--- src/rtl/cal_acc_burst.sv ---
// Burst copy accelerator: reads BURST words from SRC into a local buffer, writes them to DST, repeated LEN times.
// Optional build macro CAL_ACC_INV_EN enables bitwise inversion of written data when CTRL.MODE=1.
module cal_acc_burst #(
   parameter int                ADDR_W = 16,
   parameter int                DATA_W = 8,
   parameter int                BURST  = 8,
   parameter logic [ADDR_W-1:0] BASE   = 16'h0100
) (
   input  logic              clk,
   input  logic              rst_n,
   input  logic [DATA_W-1:0] acc_data_in,
   input  logic [ADDR_W-1:0] acc_addr_in,
   input  logic              acc_write_in,
   input  logic              arb_res,
   output logic [DATA_W-1:0] acc_data_out,
   output logic [ADDR_W-1:0] acc_addr_out,
   output logic              acc_write_out,
   output logic              acc_req,
   output logic              acc_int
);

   localparam int                IW       = (BURST > 1) ? $clog2(BURST) : 1;
   localparam int                HW       = ADDR_W - DATA_W;
   localparam logic [IW-1:0]     LAST_IDX = IW'(BURST - 1);
   localparam logic [ADDR_W-1:0] STEP     = ADDR_W'(BURST);

   typedef enum logic [2:0] {
      IDLE,
      REQ,
      RD_A,
      RD_D,
      WR,
      NEXT,
      DONE
   } state_t;

   state_t              state_q, state_d;
   logic [DATA_W-1:0]   ctrl_q, ctrl_d;
   logic [ADDR_W-1:0]   src_q, src_d;
   logic [ADDR_W-1:0]   dst_q, dst_d;
   logic [DATA_W-1:0]   len_q, len_d;
   logic [IW-1:0]       idx_q, idx_d;
   logic                wrPhase_q, wrPhase_d;
   logic                int_q, int_d;
   logic [DATA_W-1:0]   buf_q [BURST];
   logic                bufWe;

   logic [ADDR_W-1:0]   regOff;
   logic                busOwner;
   logic                regWrEn;
   logic [DATA_W-1:0]   wrData;

   // Register writes are only taken while we do not hold the bus and no transfer is running.
   assign regOff   = acc_addr_in - BASE;
   assign busOwner = (state_q inside {REQ, RD_A, RD_D, WR, NEXT}) && arb_res;
   assign regWrEn  = acc_write_in && !busOwner && !ctrl_q[7] && (regOff < ADDR_W'(6));

`ifdef CAL_ACC_INV_EN
   assign wrData = ctrl_q[0] ? ~buf_q[idx_q] : buf_q[idx_q];
`else
   assign wrData = buf_q[idx_q];
`endif

   // wrPhase_q remembers whether a lost grant happened during the write half, so re-grant resumes there.
   always_comb begin
      state_d   = state_q;
      ctrl_d    = ctrl_q;
      src_d     = src_q;
      dst_d     = dst_q;
      len_d     = len_q;
      idx_d     = idx_q;
      wrPhase_d = wrPhase_q;
      int_d     = int_q;
      bufWe     = 1'b0;

      if (regWrEn) begin
         case (regOff[2:0])
            3'd0: begin
               ctrl_d = acc_data_in;
               int_d  = 1'b0;
            end
            3'd1:    src_d[ADDR_W-1:DATA_W] = acc_data_in[HW-1:0];
            3'd2:    src_d[DATA_W-1:0]      = acc_data_in;
            3'd3:    dst_d[ADDR_W-1:DATA_W] = acc_data_in[HW-1:0];
            3'd4:    dst_d[DATA_W-1:0]      = acc_data_in;
            3'd5:    len_d                  = acc_data_in;
            default: ;
         endcase
      end

      case (state_q)
         IDLE: begin
            idx_d     = '0;
            wrPhase_d = 1'b0;
            if (ctrl_q[7]) begin
               state_d = (len_q != '0) ? REQ : DONE;
            end
         end
         REQ: begin
            if (arb_res) begin
               state_d = wrPhase_q ? WR : RD_A;
            end
         end
         RD_A: begin
            state_d = arb_res ? RD_D : REQ;
         end
         RD_D: begin
            if (!arb_res) begin
               state_d = REQ;
            end else begin
               bufWe = 1'b1;
               if (idx_q == LAST_IDX) begin
                  idx_d     = '0;
                  wrPhase_d = 1'b1;
                  state_d   = WR;
               end else begin
                  idx_d   = idx_q + IW'(1);
                  state_d = RD_A;
               end
            end
         end
         WR: begin
            if (!arb_res) begin
               state_d = REQ;
            end else if (idx_q == LAST_IDX) begin
               idx_d   = '0;
               state_d = NEXT;
            end else begin
               idx_d = idx_q + IW'(1);
            end
         end
         NEXT: begin
            src_d     = src_q + STEP;
            dst_d     = dst_q + STEP;
            len_d     = len_q - DATA_W'(1);
            wrPhase_d = 1'b0;
            if (len_q != DATA_W'(1)) begin
               state_d = arb_res ? RD_A : REQ;
            end else begin
               state_d = DONE;
            end
         end
         DONE: begin
            ctrl_d[7] = 1'b0;
            if (ctrl_q[6]) begin
               int_d = 1'b1;
            end
            state_d = IDLE;
         end
         default: state_d = IDLE;
      endcase
   end

   // Bus strobes are gated by rst_n so a reset kills any access in the very cycle it is asserted.
   always_comb begin
      acc_req       = 1'b0;
      acc_write_out = 1'b0;
      acc_addr_out  = '0;
      acc_data_out  = '0;
      case (state_q)
         REQ, NEXT: acc_req = rst_n;
         RD_A, RD_D: begin
            acc_req      = rst_n;
            acc_addr_out = src_q + ADDR_W'(idx_q);
         end
         WR: begin
            acc_req       = rst_n;
            acc_addr_out  = dst_q + ADDR_W'(idx_q);
            acc_data_out  = wrData;
            acc_write_out = rst_n & arb_res;
         end
         default: ;
      endcase
   end

   assign acc_int = int_q;

   always_ff @(posedge clk) begin
      if (!rst_n) begin
         state_q   <= IDLE;
         ctrl_q    <= '0;
         src_q     <= '0;
         dst_q     <= '0;
         len_q     <= '0;
         idx_q     <= '0;
         wrPhase_q <= 1'b0;
         int_q     <= 1'b0;
      end else begin
         state_q   <= state_d;
         ctrl_q    <= ctrl_d;
         src_q     <= src_d;
         dst_q     <= dst_d;
         len_q     <= len_d;
         idx_q     <= idx_d;
         wrPhase_q <= wrPhase_d;
         int_q     <= int_d;
      end
   end

   always_ff @(posedge clk) begin
      if (!rst_n) begin
         for (int k = 0; k < BURST; k++) begin
            buf_q[k] <= '0;
         end
      end else if (bufWe) begin
         buf_q[idx_q] <= acc_data_in;
      end
   end

endmodule
--- config.mk ---
export PLATFORM = sky130hd
export DESIGN_NAME = cal_acc_burst
export DESIGN_NICKNAME = d
export VERILOG_FILES = /design/src/rtl/cal_acc_burst.sv
export SDC_FILE = /design/constraint.sdc
export NUM_CORES = 1
export LEC_CHECK = 0
export CAP_MARGIN = 25
export CORE_ASPECT_RATIO = 1.1
export CORE_MARGIN = 2
export CORE_UTILIZATION = 53
export CTS_CLUSTER_DIAMETER = 150
export DETAILED_ROUTE_END_ITERATION = 8
export GPL_TIMING_DRIVEN = 0
export MAX_ROUTING_LAYER = met4
export PLACE_DENSITY = 0.85
export SLEW_MARGIN = 20
export SYNTH_ARGS = -nofsm -noshare
export SYNTH_HDL_FRONTEND = slang
export SYNTH_SLANG_ARGS = --single-unit
--- constraint.sdc ---
create_clock -name clk -period 3.3 [get_ports clk]
set_input_delay 0.66 -clock clk [delete_from_list [all_inputs] [get_ports clk]]
set_output_delay 0.66 -clock clk [all_outputs]
set_load 0.1 [all_outputs]
# ---- Yosys cells after proc, flatten, opt, wreduce, memory -nomap -nowiden
# Memories as Yosys holds them, arrays and structs flattened. A register that Yosys moved wholly into a read port is not among the register bits.
# Index checks and enable logic that the tools add are counted.
dict set report op_classes {
  n_addsub 7
  magnitude_cmp 1
  n_eq_ne 19
  muxes 48
  n_bitwise 2
  reduce_logical 33
}
# operator n
set ops {}
lappend ops {{two-way mux 8 bit} 9}
lappend ops {{two-way mux 16 bit} 4}
lappend ops {{two-way mux 3 bit} 14}
lappend ops {{adder 16 x 3 -> 16 bit} 2}
lappend ops {{adder 16 x 4 -> 16 bit, second input constant} 2}
lappend ops {{one-hot mux 16 bit (2 select lines)} 1}
lappend ops {{equality test 3 bit, second input constant} 6}
lappend ops {{one-hot mux 3 bit (6 select lines)} 1}
lappend ops {{less-than comparator 16 x 3 -> 1 bit, second input constant} 1}
lappend ops {{nonzero test 2 bit} 8}
lappend ops {{subtractor 16 x 9 -> 16 bit, second input constant} 1}
lappend ops {{two-way mux 1 bit} 15}
lappend ops {{AND reduction 2 bit} 7}
lappend ops {{equality test 3 x 2 -> 1 bit, second input constant} 4}
lappend ops {{!= test 8 x 1 -> 1 bit, second input constant} 1}
lappend ops {{nonzero test 8 bit} 1}
lappend ops {{OR reduction 2 bit} 4}
lappend ops {{OR reduction 8 bit} 1}
lappend ops {{subtractor 8 x 1 -> 8 bit, second input constant} 1}
lappend ops {{equality test 3 x 1 -> 1 bit, second input constant} 2}
lappend ops {{logical NOT 3 bit} 2}
lappend ops {{!= test 2 bit, second input constant} 3}
lappend ops {{one-hot mux 3 bit (2 select lines)} 1}
lappend ops {{AND reduction 3 bit} 2}
lappend ops {{other kinds (11)} 17}
dict set report word_totals {
  reg_bits 56
  ramBits 64
  elab_cells 122
  mem_count 1
}
# memory depth width read_ports rd_clocked_by_memory_dff write_ports line
set mem_list {}
lappend mem_list {buf_q 8 8 1 1 8 45} ;# logic [DATA_W-1:0] buf_q [BURST];

# ---- Longest topological paths before layout
dict set report logic_depth {
  ltp_word 10
  ltp_mapped 13
  mapped_depth_nobuf 9
}

# ---- Least setup slack after synthesis
# Ideal clock, no wire load.
dict set report synth_path {
  path_kind {reg2out}
  startpoint {reg state_q[2]}
  endpoint {out acc_addr_out[1]}
  arrival_time_ns 4.405
  t_required_ns 2.640
  slack_ns -1.765
  stages_incl_launch_ff 10
  path_buffers 4
  cell_sequence {dfxtp_1 clkbuf_1 or3b_1 clkbuf_1 clkbuf_1 buf_1 nand2_1 nand2_1 fa_1 a21boi_0}
}
dict set report synth_between {
  elab_chain_cells 3
  elab_cells_between_ends 5
  classes_between {eq/ne (3); mux (1); reduce/logical (1)}
}
# item line
set synth_rtl {}
lappend synth_rtl {{start, declared} 37} ;# state_t state_q, state_d;
lappend synth_rtl {{start signal, assigned} 189} ;# state_q <= state_d;
lappend synth_rtl {{equality test 3 x 2 -> 1 bit} 160} ;# case (state_q)
lappend synth_rtl {{OR reduction 2 bit} 160}
lappend synth_rtl {{one-hot mux 16 bit (2 select lines) *} 160}
lappend synth_rtl {{end, declared} 16} ;# output logic [ADDR_W-1:0] acc_addr_out,
# Mark *: on every way between the ends. The rest lies on a longest branch, timed or not.

# ---- Worst setup path after layout
dict set report layout_path {
  startpoint {reg state_q[0]}
  endpoint {out acc_addr_out[14]}
}
# The elaborated chain is that of the path after synthesis.

==> load_flow_metrics.sql <==
INSERT INTO impl_metrics (metric_group, metric, value, unit) VALUES
('drt', 'firstDrtPassIters', '6', ''),
('global_routing', 'largest_net_degree_at_the_start_of_global_routing', '17', ''),
('timing', 'achievable-frequency', '0.2560', 'GHz'),
('final_layout', 'layout_commonest_cell', 'edfxtp_1', ''),
('floorplan', 'start_util', '54.00', '%'),
('floorplan', 'dieArea', '0.01369', 'sq mm'),
('yosys', 'mappedNetlistNets', '736', ''),
('setup_path', 'worstSetupEndpointType', 'output pin', ''),
('drt', 'vias', '6474', ''),
('final_layout', 'layout.filler_cells', '790', ''),
('clocking', 'clock_sinks', '117', ''),
('place', 'gp_congestion', '0.9470', ''),
('final_layout', 'layout-area-overhead-vs-synth', '34.27', '%'),
('yosys', 'proportion_of_register_bits_with_asynchronous_set_or_reset_after_synthesis', '0', '%'),
('drt', 'drt_drc_violations_left', '0', ''),
('floorplan', 'floorplan.die.height', '122.5', 'um'),
('timing', 'finalSetupViolCount', '15', ''),
('setup_path', 'cp_launch_type', 'flop', ''),
('setup_path', 'timing_worst_setup_path_type', 'flop to output pin', ''),
('global_routing', 'first_global_vias', '6513', ''),
('setup_path', 'critPathTopFamily', 'buffers and inverters', ''),
('drt', 'detail_route.wl_per_cell', '23.35', 'um'),
('global_routing', 'overflow_after_grt', '0', ''),
('yosys', 'synth_cell_type_count', '69', ''),
('final_layout', 'diodes', '0', ''),
('timing', 'timing.clock.skew', '0.01148', 'ns'),
('timing', 'post-route-period-util', '118.4', '%'),
('place', 'place_hpwl', '14.09', 'mm'),
('floorplan', 'die_width', '111.8', 'um'),
('timing', 'final_max_slew_violation_count', '0', ''),
('setup_path', 'worst_path_buffer_plus_inverter_count', '4', ''),
('clocking', 'htreeDepth', '4', ''),
('yosys', 'synth_sequential_area_ratio', '44.07', '%'),
('setup_path', 'critical_path.max_fanout', '8', ''),
('power_and_ir_drop', 'power.total', '4.196', 'mW'),
('floorplan', 'rows', '43', ''),
('power_and_ir_drop', 'ir_drop', '0.5389', 'mV'),
('setup_path', 'critPathMaxStageDelay', '0.42', 'ns'),
('timing', 'timing.final.ws_setup', '-0.6063', 'ns'),
('yosys', 'ffs_latches_synth', '117', ''),
('floorplan', 'ios', '55', ''),
('clocking', 'numCtsBuffers', '17', ''),
('yosys', 'synthCells', '698', ''),
('drt', 'drt-initial-drc-count', '817', ''),
('clocking', 'tritoncts', 'yes', ''),
('yosys', 'synth_edf_count', '64', ''),
('run_status', 'failed_checks', 'negative setup slack', ''),
('final_layout', 'num-nets-final', '826', ''),
('yosys', 'syn-cell-area', '0.006769', 'sq mm'),
('setup_path', 'timing.critical_path.cells', 'or3b_4, clkbuf_16, clkbuf_16, nand2_2, nand2_2, ha_4, fa_2, a21o_4, buf_8, o221ai_4, xor2_2, o22ai_4, buf_12', ''),
('run_status', 'status', 'finished, violations left', ''),
('place', 'placement.io_buffers', '52', ''),
('drt', 'routed_wirelength', '22.37', 'mm'),
('drt', 'vias_per_cell', '6.758', ''),
('global_routing', 'grt_antenna_before_repair', '0', ''),
('power_and_ir_drop', 'power_per_cell_area', '461.7', 'mW/mm^2'),
('timing', 'tightestPinTransition', '0.9945', 'ns'),
('final_layout', 'mostFrequentLayoutCells', 'edfxtp_1, and2_1, dfxtp_1', ''),
('timing', 'slew_headroom', '33.49', '%'),
('place', 'place_worst_setup_slack', '-1.369', 'ns'),
('clocking', 'worstSkewPairLatency', '0.43', 'ns'),
('clocking', 'cts_root_buf', 'clkbuf_16', ''),
('setup_path', 'worst_ep_arrival', '3.25', 'ns'),
('global_routing', 'total_global_routing_track_utilization', '33.29', '%'),
('floorplan', 'core_area', '0.01254', 'sq mm'),
('global_routing', 'grt_first_pass_wirelength', '33.81', 'mm'),
('timing', 'min_period', '3.906', 'ns'),
('final_layout', 'drive_gt1_share', '24.22', '%'),
('clocking', 'holdBufCountCts', '0', ''),
('flow_run', 'drv.max_cap_violation_count', '0', ''),
('drt', 'ant_nets', '0', ''),
('timing', 'final_hold_viol_count', '0', ''),
('hold_path', 'hold_class', 'flop to flop', ''),
('setup_path', 'worst_ep_required_time', '2.64', 'ns'),
('yosys', 'synth_area_per_cell', '9.698', 'sq um'),
('timing', 'rsz_0062_raised_after_global_routing', 'true', ''),
('power_and_ir_drop', 'power.static_leakage', '3.090', 'nW'),
('yosys', 'total_of_warnings_raised_by_yosys', '0', ''),
('clocking', 'clk_transition_reported_paths', '0.06', 'ns'),
('clocking', 'max-clock-path-buffers', '2', ''),
('setup_path', 'critPathSlowestCell', 'or3b_4', ''),
('yosys', 'postSynth.topFlopCell', 'edfxtp_1', ''),
('final_layout', 'final_core_util', '72.50', '%');
==> report_power, final <==
group	switching [mW]	leakage [nW]	internal [mW]
logic	0.399	1.71	0.256
clock network	0.672	0.287	1.25
registers	0.0424	1.09	1.58
==> final cells by class <==
cell class	count	area, sq um	area share (%)
timing repair buffer	76	829.5	9.127
buffer	49	286.5	3.153
multi-input combinational	516	4135	45.50
clock buffer	24	481.7	5.300
tap	157	196.4	2.161
sequential	117	2992	32.92
clock inverter	8	126.4	1.390
inverter	11	41.29	0.4543
==> per-stage QoR <==
stage          instance area [sq um]  TNS, ns  instances  hold slack (ns)
3_3_place_gp                    7900   -24.41        907           0.4561
2_1_floorplan                   7183   -3.374        698           0.4424
4_1_cts                         8921   -7.497        954           0.4725
3_5_place_dp                    7911   -23.39        909           0.4633
6_report                        9089   -7.560        958           0.4808
5_1_grt                         9089   -8.345        958           0.4982
==> registers in the layout, summed over array words and instances, names as in the netlist, named ones only <==
signal     cells
buf_q         64
len_q          8
src_q         16
dst_q         16
state_q        3
wrPhase_q      1
ctrl_q         2
idx_q          3
acc_int        1
==> final timing paths <==
check / from / endpoint / slack (ns) / cells after the start
hold / removal: len_q[5] / len_q[5] / 0.48 / 2
setup reg to reg: state_q[1] / buf_q[4][3] / 0.10 / 6
setup / recovery: state_q[0] / acc_addr_out[14] / -0.61 / 13
hold reg to reg: len_q[5] / len_q[5] / 0.48 / 2
==> worst reg2reg max path: stages (launching register included) <==
cell      delay, ns
dfxtp_2        0.38
buf_4          0.13
buf_4          0.11
nand2b_1       0.47
or4_1          0.71
clkbuf_1       0.25
o21ai_1        0.77
==> logic make-up after synthesis <==
family                   synth area share (%)
flip-flops                              44.07
adder cells (fa/ha/maj)                 1.959
AO/OA/AOI/OAI                           12.59
buffers and inverters                   3.863
XOR/XNOR                                4.270
AND/OR/NAND/NOR                         24.81
multiplexers                            8.447
==> layer usage <==
layer	up-vias	GRT usage, %	share of wire (%)
met4	0	22.99	6.7
met2	488	54.81	49
met5	-	-	0
met1	3070	36.34	34
li1	2762	-	-
met3	154	7.160	10
==> what timing repair did <==
item                       in CTS  in global routing
pin swaps                      17                 16
buffers inserted               16                  4
setup endpoints to repair      26                 38
gates cloned                    1                  0
resized for setup             220                 27
==> synthesized netlist by cell type (3+ instances only) <==
master / instances / area (sq um)
a211oi_1: 8 / 60.06
a21o_1: 5 / 37.54
a21oi_1: 33 / 165.2
a22oi_1: 7 / 52.55
a31oi_1: 7 / 43.79
and2_1: 60 / 375.4
and3_1: 8 / 50.05
buf_1: 7 / 26.28
clkbuf_1: 43 / 161.4
dfxtp_1: 53 / 1061
edfxtp_1: 64 / 1922
ha_1: 9 / 112.6
inv_1: 10 / 37.54
mux2i_1: 20 / 200.2
mux4_2: 16 / 360.4
nand2_1: 48 / 180.2
nand2b_1: 8 / 50.05
nand3_1: 21 / 105.1
nand3b_1: 4 / 30.03
nand4_1: 14 / 87.58
nor2_1: 56 / 210.2
nor2b_1: 4 / 25.02
nor3_1: 37 / 185.2
nor3b_1: 3 / 22.52
nor4_1: 13 / 81.33
nor4b_1: 3 / 26.28
o211ai_1: 6 / 45.04
o21a_1: 3 / 22.52
o21ai_0: 21 / 105.1
o221a_2: 3 / 33.78
o221ai_1: 3 / 26.28
o22ai_1: 12 / 75.07
o31a_1: 4 / 35.03
or2_2: 3 / 18.77
or3_1: 4 / 25.02
or4_1: 4 / 30.03
xnor2_1: 12 / 105.1
xor2_1: 21 / 183.9
(Power assumes the default switching activity.)
